===== src/rtl/cpa_seq_ctrl.sv =====
// Sequential carry-propagate adder controller.
// One WIDTH-bit ripple adder is shared across NSLICE slices, least-significant
// slice first. Operands are latched on accept and the result is held until the
// consumer takes it.
// Optional feature: define CPA_SEQ_OVF_EN to add the signed overflow output ovf.

// WIDTH-bit ripple-carry adder; the controller instantiates it exactly once.
module cpa_seq_ripple #(
    parameter int WIDTH = 8
) (
    input  logic [WIDTH-1:0] a_i,
    input  logic [WIDTH-1:0] b_i,
    input  logic             c_i,
    output logic [WIDTH-1:0] s_o,
    output logic             co_o
);

    // Bit-serial carry chain across the slice
    always_comb begin
        logic c;
        c   = c_i;
        s_o = '0;
        for (int i = 0; i < WIDTH; i++) begin
            s_o[i] = a_i[i] ^ b_i[i] ^ c;
            c      = (a_i[i] & b_i[i]) | (c & (a_i[i] ^ b_i[i]));
        end
        co_o = c;
    end

endmodule

// state | meaning
// IDLE  | waiting for a request; in_ready high, previous sum held
// RUN   | adding one slice per cycle, cnt selects the slice
// DONE  | result valid; held until out_ready
module cpa_seq_ctrl #(
    parameter int WIDTH  = 8,
    parameter int NSLICE = 4
) (
    input  logic                     clk,
    input  logic                     rst_n,
    input  logic                     in_valid,
    output logic                     in_ready,
    input  logic [WIDTH*NSLICE-1:0]  a,
    input  logic [WIDTH*NSLICE-1:0]  b,
    input  logic                     cin,
    output logic                     out_valid,
    input  logic                     out_ready,
    output logic [WIDTH*NSLICE-1:0]  sum,
`ifdef CPA_SEQ_OVF_EN
    output logic                     ovf,
`endif
    output logic                     cout
);

    localparam int TOT   = WIDTH * NSLICE;
    localparam int CNT_W = (NSLICE > 1) ? $clog2(NSLICE) : 1;
    localparam logic [CNT_W-1:0] LAST = CNT_W'(NSLICE - 1);

    typedef enum logic [1:0] {
        IDLE = 2'd0,
        RUN  = 2'd1,
        DONE = 2'd2
    } state_t;

    state_t             state_q, state_d;
    logic [CNT_W-1:0]   cnt_q, cnt_d;
    logic               carry_q, carry_d;
    logic [TOT-1:0]     a_q, a_d;
    logic [TOT-1:0]     b_q, b_d;
    logic [TOT-1:0]     sum_q, sum_d;
    logic               cout_q, cout_d;
`ifdef CPA_SEQ_OVF_EN
    logic               ovf_q, ovf_d;
`endif

    logic [WIDTH-1:0]   slice_a;
    logic [WIDTH-1:0]   slice_b;
    logic [WIDTH-1:0]   slice_s;
    logic               slice_co;

    // Select the active slice of the latched operands for the shared adder
    always_comb begin
        slice_a = a_q[int'(cnt_q) * WIDTH +: WIDTH];
        slice_b = b_q[int'(cnt_q) * WIDTH +: WIDTH];
    end

    cpa_seq_ripple #(
        .WIDTH (WIDTH)
    ) u_cpa (
        .a_i  (slice_a),
        .b_i  (slice_b),
        .c_i  (carry_q),
        .s_o  (slice_s),
        .co_o (slice_co)
    );

    // Next-state, datapath updates and handshake decode
    always_comb begin
        state_d = state_q;
        cnt_d   = cnt_q;
        carry_d = carry_q;
        a_d     = a_q;
        b_d     = b_q;
        sum_d   = sum_q;
        cout_d  = cout_q;
`ifdef CPA_SEQ_OVF_EN
        ovf_d   = ovf_q;
`endif
        case (state_q)
            IDLE: begin
                if (in_valid) begin
                    a_d     = a;
                    b_d     = b;
                    carry_d = cin;
                    cnt_d   = '0;
                    state_d = RUN;
                end
            end
            RUN: begin
                sum_d[int'(cnt_q) * WIDTH +: WIDTH] = slice_s;
                carry_d = slice_co;
                cnt_d   = cnt_q + CNT_W'(1);
                if (cnt_q == LAST) begin
                    // Counter is reloaded on the next accept; park it at zero.
                    cnt_d   = '0;
                    cout_d  = slice_co;
                    state_d = DONE;
`ifdef CPA_SEQ_OVF_EN
                    // The top slice result carries the final sign bit.
                    ovf_d   = (a_q[TOT-1] == b_q[TOT-1]) &&
                              (slice_s[WIDTH-1] != a_q[TOT-1]);
`endif
                end
            end
            DONE: begin
                if (out_ready) begin
                    state_d = IDLE;
                end
            end
            default: begin
                state_d = IDLE;
            end
        endcase
    end

    // State and datapath registers with synchronous active-low reset
    always_ff @(posedge clk) begin
        if (!rst_n) begin
            state_q <= IDLE;
            cnt_q   <= '0;
            carry_q <= 1'b0;
            a_q     <= '0;
            b_q     <= '0;
            sum_q   <= '0;
            cout_q  <= 1'b0;
`ifdef CPA_SEQ_OVF_EN
            ovf_q   <= 1'b0;
`endif
        end else begin
            state_q <= state_d;
            cnt_q   <= cnt_d;
            carry_q <= carry_d;
            a_q     <= a_d;
            b_q     <= b_d;
            sum_q   <= sum_d;
            cout_q  <= cout_d;
`ifdef CPA_SEQ_OVF_EN
            ovf_q   <= ovf_d;
`endif
        end
    end

    assign in_ready  = (state_q == IDLE);
    assign out_valid = (state_q == DONE);
    assign sum       = sum_q;
    assign cout      = cout_q;
`ifdef CPA_SEQ_OVF_EN
    assign ovf       = ovf_q;
`endif

endmodule


===== config.mk =====
export PLATFORM = sky130hd
export DESIGN_NAME = cpa_seq_ctrl
export DESIGN_NICKNAME = d
export VERILOG_FILES = /design/src/rtl/cpa_seq_ctrl.sv
export SDC_FILE = /design/constraint.sdc
export NUM_CORES = 1
export LEC_CHECK = 0
export ABC_CLOCK_PERIOD_IN_PS = 4500
export CAP_MARGIN = 20
export CORE_MARGIN = 3
export CORE_UTILIZATION = 45
export DETAILED_ROUTE_END_ITERATION = 6
export PLACE_DENSITY = 0.78
export REMOVE_ABC_BUFFERS = 1
export SETUP_SLACK_MARGIN = 0.2
export SYNTH_ARGS = -nofsm -noshare
export SYNTH_HDL_FRONTEND = slang
export SYNTH_HIERARCHICAL = 1
export SYNTH_SLANG_ARGS = --single-unit

===== constraint.sdc =====
create_clock -name clk -period 4.5 [get_ports clk]
set_clock_uncertainty 0.1 [all_clocks]
set_input_delay 0.9 -clock clk [delete_from_list [all_inputs] [get_ports clk]]
set_output_delay 0.9 -clock clk [all_outputs]
set_load 0.1 [all_outputs]

==> impl_metrics.yaml, run 1 <==
global_routing:
  antenna_found_initial: 0
  grt_pass1_wl_mm: 16.2
  grt-ovfl-total: 0
  grt_max_degree: 65
  grt_pass1_vias: 3375
  track_usage_pct: 17.9
detailed_routing:
  drc: 0
  wl_per_cell_um: 14.8
  num_vias: 3437
  drt_iter0_drc: 200
  wl_mm: 9.78
  first_pass_iters: 4
  ant_nets: 0
  vias_per_cell: 5.19
cts:
  htree_levels: 3
  insertion_delay_ns: 0.35
  post_cts_buffers: 0
  cts_sinks: 102
  cts_hold_buf: 0
  cts_buffers: 9
  clock_path_buffers: 2
  cts.clk_slew.worst_paths_ns: 0.09
  cts_tree: "yes"
  root_buffer: "clkbuf_8"
sta:
  finalCritPeriodShare_pct: 93.3
  tightestPinTransition_ns: 0.981
  hold_viol: 0
  hold_ws_ns: 0.357
  rsz0062_at_grt: "true"
  slew_headroom_pct: 34.4
  fmax_mhz: 238
  setup_viol: 0
  fin_crit_ns: 4.20
  slew_violations: 0
place:
  hpwl_mm: 7.35
  numPortBuffers: 103
  finalWeightedCongestion: 0.737
finish:
  final_nets: 612
  synthToLayoutAreaGrowth_pct: 27.8
  multiInputGateArea_um2: 2180
  n_antenna_cell: 0
  seq_area_um2: 2050
  final_layout_size_suffix_gt1_share_pct: 11.8
  fillers: 846
critical_path:
  timing.reg2reg.setup_slack_ns: 0.30
  worstPathMaxFanout: 4
  crit_end: "sum[31]"
  worstRegToRegCells: 14
  startpoint_type: "register"
  rr_endpoint: "sum[31]"
  crit_type: "reg2reg"
  cp-startpoint: "cnt_q[0]"
  cp-end-kind: "register"
  crit_arrival_ns: 4.39
  reg2reg_from: "cnt_q[0]"
  cp.required_ns: 4.70
synth:
  ys_async_sr_fraction_pct: 0
  ys_seq_area_share_pct: 45.7
  yosys_warnings: 6
  synth_top_cell_area_share_pct: 45.7
  postSynthAreaPerCell_um2: 10.2
  synth-edff-count: 0
  yosys.area.top_type: "dfxtp_1"
  synth_area_um2: 4460
  ys_ff_latch: 102
  ys_types: 35
  ys_top_cells_by_area: "dfxtp_1, nand2_1, a21boi_1"
  ys.flop_type: "dfxtp_1"
  synthCells: 439
power:
  p_sw_share_pct: 25.9
  static-leakage-power_nw: 2.11
  p_int_w: 0.00133
  power.switching_w: 0.000465
  seq_power_share_pct: 53.6
  clockPowerShare_pct: 30.3
  power_density_nw_per_um2: 314
  p_comb_share_pct: 16.0
  irDropWorstVdd_uv: 188
  p_total_w: 0.00179
floorplanning:
  die_w_um: 106
  rows: 35
  coreArea_um2: 9460
  start_util_pct: 47.2
  die_area_um2: 11200
  ioPinCount: 104
  die_h_um: 106
job:
  max-cap-violations: 0
outcome:
  status: "complete, no violations"
min_path:
  hp-class: "reg2reg"
## worst max-delay path: stages (launching register included)
cell	delay (ns)
dfxtp_4	0.37
mux4_2	0.52
fa_2	0.40
inv_2	0.06
fa_2	0.19
inv_2	0.05
fa_2	0.34
fa_2	0.35
fa_2	0.35
fa_2	0.36
fa_2	0.35
inv_2	0.06
fa_1	0.41
inv_2	0.09
a31o_2	0.14
## stage by stage
step	worst slack, ns	cell area, um^2	std cells	utilization [%]	setup TNS (ns)
2_1_floorplan	-0.566	4250	409	-	-19.49
3_3_place_gp	0.0608	5490	647	58.0	0
3_5_place_dp	0.0289	5490	647	58.0	0
4_1_cts	0.242	5680	661	60.0	0
5_1_grt	0.191	5700	662	60.3	0
6_report	0.304	5700	662	60.3	0
## cell families (layout without fill, tap and decap cells)
kind of cell | Yosys count | in the layout | share of synthesized area [%]
muxes | 17 | 17 | 8.30
buffers and inverters | 43 | 137 | 5.94
AOI/OAI and AO/OA | 104 | 104 | 18.9
DFF | 102 | 102 | 45.7
adders and majority gates | 13 | 13 | 4.99
and+or+nand+nor | 160 | 160 | 16.1
## cells in the final DEF (no fill, tap or decap), types with 2 or more instances in the layout
master           instances
a32o_1                  13
inv_1                    9
a21boi_2                 2
nand4bb_1                2
buf_4                    6
a31o_2                   3
clkdlybuf4s50_1        102
a21boi_0                 5
inv_2                    4
nand2_1                131
nor2_1                   7
ha_1                     5
a22o_1                  16
and3_1                   4
dfxtp_1                101
mux4_2                  16
a21boi_1                60
clkbuf_8                 9
clkinvlp_4               2
nand3b_2                 3
fa_2                     7
nor2b_1                  4
## layout make-up
class,instances,share of cell area (%)
Tap cell,129,2.83
Sequential cell,102,35.9
Timing Repair Buffer,110,19.1
Multi-Input combinational cell,294,38.2
Inverter,13,0.855
Clock inverter,4,0.877
Clock buffer,10,2.24
## power groups by stage
stage	registers [W]	clock network (W)	logic, W
after floorplan	0.00101	0	0.000137
after global placement	0.000981	0	0.000276
after detailed placement	0.000984	0	0.000282
after CTS	0.000963	0.000551	0.000286
after global routing	0.000968	0.000585	0.000314
final	0.000962	0.000543	0.000288
## state kept, by name, summed over array words and instances (netlist names)
register and flops:
a_q 32, carry_q 1, sum 32, b_q 32, state_q 2, cout 1, cnt_q 2
## synthesized netlist by cell type, types with 5 or more instances
cell type    n
buf_6        9
fa_1         8
inv_1       13
a22o_1      16
dfxtp_1    102
ha_1         5
mux4_2      16
nor2_1       7
a21boi_1    60
clkbuf_1     8
nand2_1    131
buf_4        8
a21boi_0     5
buf_2        5
a32o_1      13
## how the worst min path moves through the flow
stage                     slack (ns)  endpoint     from  cells past startpoint
after global routing            0.38   b_q[20]  b_q[20]                      2
after CTS                       0.36   a_q[17]  a_q[17]                      2
final                           0.36   a_q[26]  a_q[26]                      2
after detailed placement        0.35   a_q[17]  a_q[17]                      2
after global placement          0.34    a_q[5]   a_q[5]                      2
after floorplan                 0.33   a_q[16]  a_q[16]                      2
## timing repair
item / CTS / global route
endpoints found under the hold margin: 0 / 0
resized for setup: 6 / 6
setup endpoints to repair: 6 / 5
## layer usage
layer	GRT usage, %	vias to the layer above	part of all wire (%)	wire (um)
met2	29.4	98	48	4720
met1	23.7	1632	45	4440
met5	0	-	0	0
met3	4.10	13	4.8	466
met4	4.81	0	1.6	154
li1	-	1694	-	-
(Power assumes the default switching activity.)
==> inputs of run 2 (changes only) <==
Settings changed: ABC_AREA from default to 1, ABC_CLOCK_PERIOD_IN_PS 4500 to default, CTS_CLUSTER_SIZE from default to 24.
==> run 2 against run 1 <==
Against the previous run:
- register-to-register slack worse by 0.22 ns
- clock power down 6.8%
- via count up 20%
- wire length up 11%
- total power up 9.3%
- cell count up 24%
- first-iteration DRC count down 38%
- final area up 0.55%
- critical endpoint unchanged
- combinational power up 59%
- synthesized cell count up 38%
- clock-buffer cell count unchanged
==> impl_metrics.yaml, run 2 <==
outcome:
  status: "complete, no violations"
synth:
  synthCells: 605
  ys_seq_area_share_pct: 45.7
  ys_top_cells_by_area: "dfxtp_1, nor2_1, o21ai_0"
  ys_types: 27
  synth_top_cell_area_share_pct: 45.7
  synth-edff-count: 0
  ys_ff_latch: 102
  synth_common_cells: "nor2_1, dfxtp_1, o21ai_0, nand2_1, a21oi_1"
  synth_most_common_cell: "nor2_1"
  synth_area_um2: 4470
  ys_async_sr_fraction_pct: 0
  yosys.area.top_type: "dfxtp_1"
  ys.flop_type: "dfxtp_1"
  yosys_warnings: 6
  postSynthAreaPerCell_um2: 7.38
floorplanning:
  ioPinCount: 104
  die_area_um2: 11200
  start_util_pct: 47.2
  die_h_um: 106
  coreArea_um2: 9460
  die_w_um: 106
  rows: 35
finish:
  final_common_cell: "nor2_1"
  layout_common_cells: "nor2_1, clkdlybuf4s50_1, dfxtp_1"
  synthToLayoutAreaGrowth_pct: 28.4
  final_nets: 772
  postLayoutCoreUtil_pct: 60.6
  n_antenna_cell: 0
  fillers: 887
  final_layout_size_suffix_gt1_share_pct: 8.07
power:
  p_sw_share_pct: 31.7
  seq_power_share_pct: 50.8
  static-leakage-power_nw: 2.22
  irDropWorstVdd_uv: 153
  clockPowerShare_pct: 25.9
  p_int_w: 0.00134
  power_density_nw_per_um2: 342
  p_comb_share_pct: 23.3
  power.switching_w: 0.000621
cts:
  insertion_delay_ns: 0.36
  cts_buffers: 9
  cts_tree: "yes"
  clock_path_buffers: 2
  cts.clk_slew.worst_paths_ns: 0.10
  root_buffer: "clkbuf_8"
  cts_hold_buf: 0
  cts_sinks: 102
  htree_levels: 3
job:
  max-cap-violations: 0
global_routing:
  grt-ovfl-total: 0
  antenna_found_initial: 0
  grt_pass1_vias: 3817
  track_usage_pct: 18.9
  grt_pass1_wl_mm: 17.5
  grt_max_degree: 67
sta:
  slew_headroom_pct: 32.5
  slew_violations: 0
  fmax_mhz: 226
  setup_viol: 0
  finalCritPeriodShare_pct: 98.2
  final.setup.worst_slack_ns: 0.0797
  fin_crit_ns: 4.42
  rsz0062_at_grt: "true"
  hold_viol: 0
  tightestPinTransition_ns: 1.01
critical_path:
  slowest_delay_ns: 0.42
  cpMostUsedCell: "fa_2"
  cp.required_ns: 4.68
  startpoint_type: "register"
  critPathBufInv: 5
  cp-end-kind: "register"
  worstRegToRegCells: 19
  cp.depth: 19
  worstPathMaxFanout: 6
  cp_slowest_cell: "fa_1"
  crit_chain: "inv_4 -> nor2_2 -> o22ai_2 -> fa_2 -> inv_2 -> fa_2 -> inv_2 -> fa_2 -> fa_2 -> fa_2 -> fa_2 -> fa_2 -> inv_2 -> fa_1 -> inv_2 -> nand2_4 -> nor2_4 -> nand2_1 -> a21oi_1"
  crit_family: "adder cells"
  crit_arrival_ns: 4.60
  crit_type: "reg2reg"
detailed_routing:
  drc: 0
  wl_mm: 10.9
  vias_per_cell: 5.00
  wl_per_cell_um: 13.2
  ant_nets: 0
  first_pass_iters: 4
  num_vias: 4118
  drt_iter0_drc: 124
place:
  dpl_worst_slack_ns: -0.105
  numPortBuffers: 103
  hpwl_mm: 7.79
  finalWeightedCongestion: 0.826
min_path:
  hp-class: "reg2reg"
  holdPathStages: 2
-- run 2: cell count changes in the layout (fill, tap and decap cells not counted), moves of 14 or more --
| cell | delta |
|---|---|
| a21boi_1 | -60 |
| a22o_1 | -16 |
| o22ai_1 | +14 |
| o21ai_0 | +82 |
| a21oi_1 | +36 |
| inv_1 | +17 |
| nand2_1 | -61 |
| mux4_2 | -16 |
| nor2_1 | +162 |
-- run 2: path summary, 6_finish.rpt --
kind         startpoint       to  slack [ns]
max            cnt_q[0]  sum[31]        0.08
min             sum[16]  sum[16]        0.37
max reg2reg    cnt_q[0]  sum[31]        0.08
min reg2reg     sum[16]  sum[16]        0.37
-- run 2: final cells by class --
| cell class | instances | area [um^2] | area share (%) |
|---|---|---|---|
| multi-input cells | 432 | 2140 | 37.3 |
| well taps | 129 | 161 | 2.81 |
| clock buffers | 10 | 128 | 2.23 |
| repair buffers | 111 | 1090 | 19.0 |
| flip-flops and latches | 102 | 2050 | 35.7 |
| inverters | 34 | 130 | 2.27 |
| clock inverters | 5 | 37.5 | 0.654 |
-- run 2: kinds of logic after synthesis --
| logic type | after synthesis | synth area share [%] |
|---|---|---|
| flops | 102 | 45.7 |
| buf+inv | 71 | 7.59 |
| fa+ha+maj | 13 | 4.99 |
| simple gates | 268 | 24.3 |
| compound gates | 151 | 17.4 |
-- run 2: per-layer routing --
| metal | vias to the layer above | track usage [%] | part of all wire [%] | wire length [um] |
|---|---|---|---|---|
| met4 | 0 | 6.48 | 1.3 | 138 |
| met3 | 16 | 3.18 | 5.6 | 610 |
| met1 | 1846 | 25.4 | 46 | 5030 |
| li1 | 2130 | - | - | - |
| met2 | 126 | 30.9 | 47 | 5090 |
| met5 | - | 0 | 0 | 0 |
-- run 2: what timing repair did --
action	4_1_cts	5_1_grt
setup endpoints to repair	4	4
hold endpoints to repair	0	0
pin swaps	2	10
cloned	0	0
buffers inserted	0	1
gates resized for setup	12	22
-- run 2: power groups by stage --
stage / logic [W] / registers (W) / clock network [W]
finish: 0.000457 / 0.000996 / 0.000506
global route: 0.000505 / 0.00100 / 0.000546
CTS: 0.000441 / 0.000995 / 0.000511
detailed placement: 0.000432 / 0.00102 / 0
global placement: 0.000423 / 0.00101 / 0
floorplan: 0.000224 / 0.00106 / 0
-- run 2: per-stage QoR --
stage          hold slack, ns  instance area, um^2  setup TNS (ns)  std cells  total power [W]
4_1_cts                 0.374                 5680               0        822          0.00195
5_1_grt                 0.396                 5740          -0.184        823          0.00205
2_1_floorplan           0.349                 4250           -7.40        568          0.00128
3_3_place_gp            0.356                 5490               0        807          0.00144
3_5_place_dp            0.360                 5490          -0.206        807          0.00145
6_report                0.372                 5740               0        823          0.00196
-- run 2: worst register-to-register path: stages, from the launching register on --
cell and delay [ns]:
dfxtp_4 0.40, inv_4 0.06, nor2_2 0.14, o22ai_2 0.13, fa_2 0.40, inv_2 0.07
fa_2 0.18, inv_2 0.04, fa_2 0.37, fa_2 0.40, fa_2 0.37, fa_2 0.36
fa_2 0.34, inv_2 0.06, fa_1 0.42, inv_2 0.09, nand2_4 0.06, nor2_4 0.10
nand2_1 0.06, a21oi_1 0.17
